File: src/rtl/lcd_spi_scheduler_if.sv
// Signal bundle between the LCD scheduler, the sprite frame buffer and spi_master.
// The scheduler takes the master view; the frame buffer / spi_master side takes the slave view.
interface lcd_spi_scheduler_if;
  logic       avail;
  logic       frame_req;
  logic [7:0] fb_data;
  logic [7:0] message;
  logic       spistart;
  logic       comm;
  logic [8:0] fb_addr;
  logic       fb_rd;
  logic       ready;
  logic       busy;
  logic       frame_done;

  modport master (
    input  avail, frame_req, fb_data,
    output message, spistart, comm, fb_addr, fb_rd, ready, busy, frame_done
  );

  modport slave (
    output avail, frame_req, fb_data,
    input  message, spistart, comm, fb_addr, fb_rd, ready, busy, frame_done
  );
endinterface

File: src/rtl/lcd_spi_scheduler.sv
// Sequences spi_master for the PCD8544 84x48 LCD: power-up delay, init command list,
// then on each refresh request the address-set commands followed by a full frame of display bytes.
module lcd_spi_scheduler #(
  parameter int FRAME_BYTES    = 504,
  parameter int POWERUP_CYCLES = 50000,
  parameter int INIT_LEN       = 6
) (
  input  logic                clock_i,
  input  logic                reset_i,
  lcd_spi_scheduler_if.master bus_io
);

  localparam int CNT_W = (POWERUP_CYCLES > 1) ? $clog2(POWERUP_CYCLES) : 1;
  localparam int IDX_W = $clog2(INIT_LEN + 1);

  localparam logic [CNT_W-1:0] CNT_LAST  = CNT_W'(POWERUP_CYCLES - 1);
  localparam logic [IDX_W-1:0] IDX_LAST  = IDX_W'(INIT_LEN - 1);
  localparam logic [8:0]       ADDR_LAST = 9'(FRAME_BYTES - 1);

  localparam logic [3:0] S_POWERUP    = 4'd0;
  localparam logic [3:0] S_INIT_ISSUE = 4'd1;
  localparam logic [3:0] S_INIT_WAIT  = 4'd2;
  localparam logic [3:0] S_IDLE       = 4'd3;
  localparam logic [3:0] S_ADDR_ISSUE = 4'd4;
  localparam logic [3:0] S_ADDR_WAIT  = 4'd5;
  localparam logic [3:0] S_FETCH      = 4'd6;
  localparam logic [3:0] S_LATCH      = 4'd7;
  localparam logic [3:0] S_DATA_ISSUE = 4'd8;
  localparam logic [3:0] S_DATA_WAIT  = 4'd9;

  // extended instruction set, Vop, temp coeff, bias, basic set, normal display
  function automatic logic [7:0] init_cmd(input logic [IDX_W-1:0] i);
    logic [7:0] c;
    case (i)
      IDX_W'(0): c = 8'h21;
      IDX_W'(1): c = 8'hB1;
      IDX_W'(2): c = 8'h04;
      IDX_W'(3): c = 8'h14;
      IDX_W'(4): c = 8'h20;
      IDX_W'(5): c = 8'h0C;
      default:   c = 8'h00;
    endcase
    return c;
  endfunction

  logic [3:0]       state_q, state_d;
  logic [CNT_W-1:0] cnt_q, cnt_d;
  logic [IDX_W-1:0] idx_q, idx_d;
  logic             addr_sel_q, addr_sel_d;
  logic             ack_q, ack_d;
  logic             pending_q, pending_d;
  logic [7:0]       message_q, message_d;
  logic             comm_q, comm_d;
  logic             spistart_q, spistart_d;
  logic [8:0]       fb_addr_q, fb_addr_d;
  logic             ready_q, ready_d;
  logic             frame_done_q, frame_done_d;
  logic             byte_done;

  // A byte is finished only once avail has dropped (ack) and then risen again.
  assign byte_done = ack_q && bus_io.avail;

  always_comb begin
    state_d      = state_q;
    cnt_d        = cnt_q;
    idx_d        = idx_q;
    addr_sel_d   = addr_sel_q;
    ack_d        = ack_q;
    pending_d    = pending_q;
    message_d    = message_q;
    comm_d       = comm_q;
    spistart_d   = 1'b0;
    fb_addr_d    = fb_addr_q;
    ready_d      = ready_q;
    frame_done_d = 1'b0;

    if (state_q != S_IDLE && bus_io.frame_req) begin
      pending_d = 1'b1;
    end

    case (state_q)
      S_POWERUP: begin
        if (cnt_q == CNT_LAST) begin
          idx_d   = '0;
          state_d = S_INIT_ISSUE;
        end else begin
          cnt_d = cnt_q + CNT_W'(1);
        end
      end

      S_INIT_ISSUE: begin
        if (bus_io.avail) begin
          message_d  = init_cmd(idx_q);
          comm_d     = 1'b1;
          spistart_d = 1'b1;
          ack_d      = 1'b0;
          state_d    = S_INIT_WAIT;
        end
      end

      S_INIT_WAIT: begin
        if (!bus_io.avail) begin
          ack_d = 1'b1;
        end
        if (byte_done) begin
          idx_d = idx_q + IDX_W'(1);
          if (idx_q == IDX_LAST) begin
            ready_d = 1'b1;
            state_d = S_IDLE;
          end else begin
            state_d = S_INIT_ISSUE;
          end
        end
      end

      S_IDLE: begin
        if (bus_io.frame_req || pending_q) begin
          pending_d  = 1'b0;
          addr_sel_d = 1'b0;
          fb_addr_d  = '0;
          state_d    = S_ADDR_ISSUE;
        end
      end

      S_ADDR_ISSUE: begin
        if (bus_io.avail) begin
          message_d  = addr_sel_q ? 8'h80 : 8'h40;
          comm_d     = 1'b1;
          spistart_d = 1'b1;
          ack_d      = 1'b0;
          state_d    = S_ADDR_WAIT;
        end
      end

      S_ADDR_WAIT: begin
        if (!bus_io.avail) begin
          ack_d = 1'b1;
        end
        if (byte_done) begin
          if (addr_sel_q) begin
            fb_addr_d = '0;
            state_d   = S_FETCH;
          end else begin
            addr_sel_d = 1'b1;
            state_d    = S_ADDR_ISSUE;
          end
        end
      end

      // fb_rd is high for this single cycle; the buffer answers in LATCH.
      S_FETCH: begin
        state_d = S_LATCH;
      end

      S_LATCH: begin
        message_d = bus_io.fb_data;
        comm_d    = 1'b0;
        state_d   = S_DATA_ISSUE;
      end

      S_DATA_ISSUE: begin
        if (bus_io.avail) begin
          spistart_d = 1'b1;
          ack_d      = 1'b0;
          state_d    = S_DATA_WAIT;
        end
      end

      S_DATA_WAIT: begin
        if (!bus_io.avail) begin
          ack_d = 1'b1;
        end
        if (byte_done) begin
          if (fb_addr_q == ADDR_LAST) begin
            frame_done_d = 1'b1;
            state_d      = S_IDLE;
          end else begin
            fb_addr_d = fb_addr_q + 9'd1;
            state_d   = S_FETCH;
          end
        end
      end

      default: begin
        state_d = S_POWERUP;
      end
    endcase
  end

  always_ff @(posedge clock_i) begin
    if (reset_i) begin
      state_q      <= S_POWERUP;
      cnt_q        <= '0;
      idx_q        <= '0;
      addr_sel_q   <= 1'b0;
      ack_q        <= 1'b0;
      pending_q    <= 1'b0;
      message_q    <= 8'h00;
      comm_q       <= 1'b1;
      spistart_q   <= 1'b0;
      fb_addr_q    <= '0;
      ready_q      <= 1'b0;
      frame_done_q <= 1'b0;
    end else begin
      state_q      <= state_d;
      cnt_q        <= cnt_d;
      idx_q        <= idx_d;
      addr_sel_q   <= addr_sel_d;
      ack_q        <= ack_d;
      pending_q    <= pending_d;
      message_q    <= message_d;
      comm_q       <= comm_d;
      spistart_q   <= spistart_d;
      fb_addr_q    <= fb_addr_d;
      ready_q      <= ready_d;
      frame_done_q <= frame_done_d;
    end
  end

  assign bus_io.message    = message_q;
  assign bus_io.spistart   = spistart_q;
  assign bus_io.comm       = comm_q;
  assign bus_io.fb_addr    = fb_addr_q;
  assign bus_io.fb_rd      = (state_q == S_FETCH);
  assign bus_io.ready      = ready_q;
  assign bus_io.busy       = (state_q != S_IDLE);
  assign bus_io.frame_done = frame_done_q;

  a_addr_range: assert property (@(posedge clock_i) disable iff (reset_i)
    fb_addr_q <= ADDR_LAST);
  a_single_start: assert property (@(posedge clock_i) disable iff (reset_i)
    spistart_q |=> !spistart_q);

endmodule

File: src/flat_wrapper.sv
// flat-port wrapper written by rule: the top's interface ports become plain ports
module lcd_spi_scheduler_flat 
#(
  parameter int FRAME_BYTES    = 504,
  parameter int POWERUP_CYCLES = 50000,
  parameter int INIT_LEN       = 6
)
  (clock_i, reset_i, bus_io_avail, bus_io_frame_req, bus_io_fb_data, bus_io_message, bus_io_spistart, bus_io_comm, bus_io_fb_addr, bus_io_fb_rd, bus_io_ready, bus_io_busy, bus_io_frame_done);
  lcd_spi_scheduler_if bus_io_i ();
  input  logic clock_i;
  input  logic reset_i;
  input wire logic [$bits(bus_io_i.avail)-1:0] bus_io_avail;
  input wire logic [$bits(bus_io_i.frame_req)-1:0] bus_io_frame_req;
  input wire logic [$bits(bus_io_i.fb_data)-1:0] bus_io_fb_data;
  output wire logic [$bits(bus_io_i.message)-1:0] bus_io_message;
  output wire logic [$bits(bus_io_i.spistart)-1:0] bus_io_spistart;
  output wire logic [$bits(bus_io_i.comm)-1:0] bus_io_comm;
  output wire logic [$bits(bus_io_i.fb_addr)-1:0] bus_io_fb_addr;
  output wire logic [$bits(bus_io_i.fb_rd)-1:0] bus_io_fb_rd;
  output wire logic [$bits(bus_io_i.ready)-1:0] bus_io_ready;
  output wire logic [$bits(bus_io_i.busy)-1:0] bus_io_busy;
  output wire logic [$bits(bus_io_i.frame_done)-1:0] bus_io_frame_done;
  assign bus_io_i.avail = bus_io_avail;
  assign bus_io_i.frame_req = bus_io_frame_req;
  assign bus_io_i.fb_data = bus_io_fb_data;
  assign bus_io_message = bus_io_i.message;
  assign bus_io_spistart = bus_io_i.spistart;
  assign bus_io_comm = bus_io_i.comm;
  assign bus_io_fb_addr = bus_io_i.fb_addr;
  assign bus_io_fb_rd = bus_io_i.fb_rd;
  assign bus_io_ready = bus_io_i.ready;
  assign bus_io_busy = bus_io_i.busy;
  assign bus_io_frame_done = bus_io_i.frame_done;
  lcd_spi_scheduler #(.FRAME_BYTES(FRAME_BYTES), .POWERUP_CYCLES(POWERUP_CYCLES), .INIT_LEN(INIT_LEN)) u_core (.clock_i(clock_i), .reset_i(reset_i), .bus_io(bus_io_i));
endmodule
File: config.mk
export PLATFORM = sky130hd
export DESIGN_NAME = lcd_spi_scheduler_flat
export DESIGN_NICKNAME = d
export VERILOG_FILES = /design/src/rtl/lcd_spi_scheduler_if.sv /design/src/rtl/lcd_spi_scheduler.sv /design/src/flat_wrapper.sv
export SDC_FILE = /design/constraint.sdc
export NUM_CORES = 1
export LEC_CHECK = 0
export CORE_UTILIZATION = 50
export CTS_BUF_LIST = sky130_fd_sc_hd__clkbuf_4
export DETAILED_ROUTE_END_ITERATION = 8
export GPL_TIMING_DRIVEN = 1
export PLACE_DENSITY = 0.73
export SETUP_SLACK_MARGIN = 0.1
export SLEW_MARGIN = 15
export SYNTH_ARGS = -nofsm -noshare
export SYNTH_HDL_FRONTEND = slang
export SYNTH_SLANG_ARGS = --single-unit
File: constraint.sdc
create_clock -name clock_i -period 2.6 [get_ports clock_i]
set_input_delay 0.39 -clock clock_i [delete_from_list [all_inputs] [get_ports clock_i]]
set_output_delay 0.39 -clock clock_i [all_outputs]
set_load 0.005 [all_outputs]
==> PnR_summary.wiki <==
{| class="wikitable"
! Metric !! Value
|-
| Asr flop ratio synth || 0
|-
| Kind of launch point of the worst setup path || flip-flop
|-
| Met2 usage || 0.382
|-
| Max Freq || 441 MHz
|-
| Number of global-route vias before repair || 2252
|-
| Global-route wire length before repair || 10100 µm
|-
| Kind of path behind the tightest hold check || flip-flop to flip-flop
|-
| Worst Skew || 0.0221 ns
|-
| Met3 usage in global routing || 0.0397
|-
| Pre-Repair DR Iteration Count || 4
|-
| Maximum number of pins on one net before global-route repair || 24
|-
| Final-report setup violation count || 0
|-
| Final nets || 391
|-
| Maximum fanout encountered on the critical timing path || 20
|-
| Antenna violations before repair || 0
|-
| Most used DFF post-synth || sky130_fd_sc_hd__dfxtp_1
|-
| Count of cell types in the netlist || 61
|-
| Final global-route overflow total || 0
|-
| Final wirelength || 6120 µm
|-
| Cell at the root of the clock tree || sky130_fd_sc_hd__clkbuf_4
|-
| Ports || 35
|-
| Cell with the most instances after synthesis || sky130_fd_sc_hd__dfxtp_1
|-
| Max-cap violations || 0
|-
| Number of sinks on the clock net || 47
|-
| Final period utilization || 0.871
|-
| Required time of the worst setup path || 2.21 ns
|-
| Clock buffer count from CTS || 5
|-
| Aggregate global-route resource usage || 0.227
|-
| Hold buffer count at CTS || 0
|-
| Die Span Y || 75.6 µm
|-
| Critical Path Sink Type || output pin
|-
| Count of instances resized after the clock tree is built || 0
|-
| Post-Syn Area || 2710 µm²
|-
| Cell taking the most area after synthesis || sky130_fd_sc_hd__dfxtp_1
|-
| Half-perimeter wire length after detailed placement || 4340 µm
|-
| Via count of the routed design || 2515
|-
| Residual antenna-violating net count after detailed routing || 0
|-
| Port buffer count || 34
|-
| Number of max-slew violations in the final report || 0
|-
| Antenna Cells || 0
|-
| Register-to-register setup slack || 0.49 ns
|-
| Data arrival, critical path || 1.88 ns
|-
| Number of enable flip-flop cells after synthesis || 0
|-
| Proportion of synthesized chip area in sequential cells || 0.347
|-
| Sum of negative setup slack || 0 ns
|-
| Setup repair after global routing missed its margin || false
|-
| Cell depth of the worst hold path || 2
|-
| Standard-cell rows || 26
|-
| Footprint of the flip-flops and latches || 945 µm²
|-
| Share of the synthesized area in the top cell type || 0.347
|-
| Global-route layer with the greatest usage || met2
|-
| FF-to-FF Start || u_core.bus_io.fb_addr[0]
|-
| Die width || 75.6 µm
|-
| Setup CP Type || flip-flop to output pin
|-
| Endpoint of the worst-slack reg-to-reg timing path || u_core.state_q[2]
|-
| Most common library cells after synthesis || 47 x sky130_fd_sc_hd__dfxtp_1, 43 x sky130_fd_sc_hd__nor2_1, 33 x sky130_fd_sc_hd__nand2_1, 21 x sky130_fd_sc_hd__o21ai_0, 20 x sky130_fd_sc_hd__a21oi_1
|-
| GR Layer Usage met1 || 0.303
|-
| Synth warn || 0
|-
| Effective utilization at floorplan || 0.524
|-
| Die area || 5720 µm²
|-
| Fill cell total of the finished layout || 460
|-
| Mean area per synthesized cell || 8.00 µm²
|-
| Result of the run || finished clean
|-
| Setup fix buffers added after clock tree synthesis || 0
|-
| Hold Slack || 0.470 ns
|-
| H-tree Lvls || 2
|-
| Initial drt markers || 155
|-
| Leakage power || 0.00104 µW
|-
| Sink of the worst hold path || u_core.bus_io.message[3]
|-
| Power Density || 476 nW/µm²
|-
| Worst-skew pair later-pin latency || 0.38 ns
|-
| Total area of multi-input combinational cells || 1640 µm²
|-
| Fraction of layout instances using a drive strength above 1 || 0.0992
|-
| Worst Tran Pin Value || 0.719 ns
|-
| GP Congestion || 0.813
|-
| Post-detailed-route wirelength per cell || 13.8 µm
|-
| Worst IR drop on VDD || 0.000355 V
|-
| Post-synthesis to final-layout area growth || 17.4%
|-
| Maximum clock path buffer count || 2
|-
| Seq cells post-synth || 47
|-
| Clock-pin slew of the registers on the worst-case setup and hold paths || 0.16 ns
|-
| Standard cell core area || 5170 µm²
|-
| Launch instance of the worst min-delay path || u_core.bus_io.message[3]
|-
| Net count after synthesis || 358
|-
| Cell count after synthesis || 339
|-
| DRC errors left || 0
|-
| Min cycle time layout || 2.27 ns
|-
| Via-per-instance ratio || 5.68
|-
| Hold Fails Final Rpt || 0
|-
| TritonCTS clock tree || done
|-
| Max-slew headroom at the worst pin || 0.519
|-
| Worst Reg-to-Reg Cells || 6
|-
| Top post-synthesis cells by area || sky130_fd_sc_hd__dfxtp_1 35%, sky130_fd_sc_hd__nor2_1 6.0%, sky130_fd_sc_hd__nand2_1 4.6%
|}
placed cells by master (no fill, tap or decap), types with 4 or more instances in the layout:
cell                              Yosys  layout
sky130_fd_sc_hd__o21ai_0             21      21
sky130_fd_sc_hd__nor3_1              10      10
sky130_fd_sc_hd__ha_1                 7       7
sky130_fd_sc_hd__nand2_1             33      33
sky130_fd_sc_hd__clkdlybuf4s50_1      0      34
sky130_fd_sc_hd__or3_1                4       4
sky130_fd_sc_hd__clkbuf_4             0       5
sky130_fd_sc_hd__nand2b_1            11      11
sky130_fd_sc_hd__inv_1                9       9
sky130_fd_sc_hd__buf_4                0      10
sky130_fd_sc_hd__a21oi_1             20      20
sky130_fd_sc_hd__nor2b_1              4       4
sky130_fd_sc_hd__a31oi_1              4       4
sky130_fd_sc_hd__nand3_1             18      18
sky130_fd_sc_hd__xnor2_1              6       6
sky130_fd_sc_hd__and3_1               4       4
sky130_fd_sc_hd__a311oi_1             4       4
sky130_fd_sc_hd__xor2_1               8       8
sky130_fd_sc_hd__nand3b_1             4       4
sky130_fd_sc_hd__nor2_1              43      43
sky130_fd_sc_hd__dfxtp_1             47      44
registers in the layout, indices dropped and copies added, names as in the netlist:
| name | flops |
|---|---|
| u_core.ack_q | 1 |
| u_core.idx_q | 3 |
| u_core.bus_io.comm | 1 |
| u_core.cnt_q | 16 |
| u_core.bus_io.frame_done | 1 |
| u_core.state_q | 4 |
| u_core.bus_io.ready | 1 |
| u_core.bus_io.message | 8 |
| u_core.bus_io.fb_addr | 9 |
| u_core.pending_q | 1 |
| u_core.addr_sel_q | 1 |
| u_core.bus_io.spistart | 1 |
critical path: stages, from the launching register on:
cell and delay, ns:
sky130_fd_sc_hd__dfxtp_2 0.57, sky130_fd_sc_hd__or2b_1 0.32, sky130_fd_sc_hd__nor2_1 0.11, sky130_fd_sc_hd__clkdlybuf4s50_1 0.50
logic make-up (layout without fill, tap and decap cells):
group	after synthesis	in the layout	synth area share
AO/OA/AOI/OAI	72	72	0.168
buffers and inverters	27	61	0.0471
adder cells (fa/ha/maj)	7	7	0.0323
AND/OR/NAND/NOR	168	168	0.345
flip-flops	47	47	0.347
XOR/XNOR	14	14	0.0452
multiplexers	4	4	0.0157
layer usage:
metal | routed length, µm | up-vias
met1 | 3060 | 1188
met4 | 52 | 0
li1 | - | 1270
met5 | 0 | -
met3 | 207 | 6
met2 | 2810 | 51
through the flow:
stage,utilization,std cells,cell area (µm²),setup WS [ns],power [µW]
floorplan,-,339,2710,0.727,1050
global placement,0.603,435,3120,0.226,1160
detailed placement,0.603,435,3120,0.211,1170
CTS,0.614,443,3180,0.146,1520
global route,0.615,443,3180,0.258,1600
finish,0.615,443,3180,0.334,1520
final cells by class:
class,count,area share
flip-flops and latches,47,0.297
clock inverters,3,0.00629
clock buffers,5,0.0118
inverters,9,0.0106
well taps,70,0.0275
repair buffers,44,0.131
multi-input cells,265,0.516
power by group:
part | internal (µW) | switching, µW | total (µW)
combinational | 158 | 187 | 345
clock | 104 | 252 | 355
sequential | 757 | 58.3 | 816
total | 1020 | 497 | 1520
worst max path at each step:
stage                        end  slack (ns)                      from  cells past startpoint
2_1_floorplan  u_core.state_q[2]        0.73  u_core.bus_io.fb_addr[0]                      6
3_3_place_gp   u_core.state_q[2]        0.23              bus_io_avail                      6
3_5_place_dp   u_core.state_q[2]        0.21              bus_io_avail                      6
4_1_cts             bus_io_fb_rd        0.15         u_core.state_q[1]                      3
5_1_grt             bus_io_fb_rd        0.26         u_core.state_q[1]                      3
6_report            bus_io_fb_rd        0.33         u_core.state_q[1]                      3
Note: power is estimated with default switching activity, not from simulation.
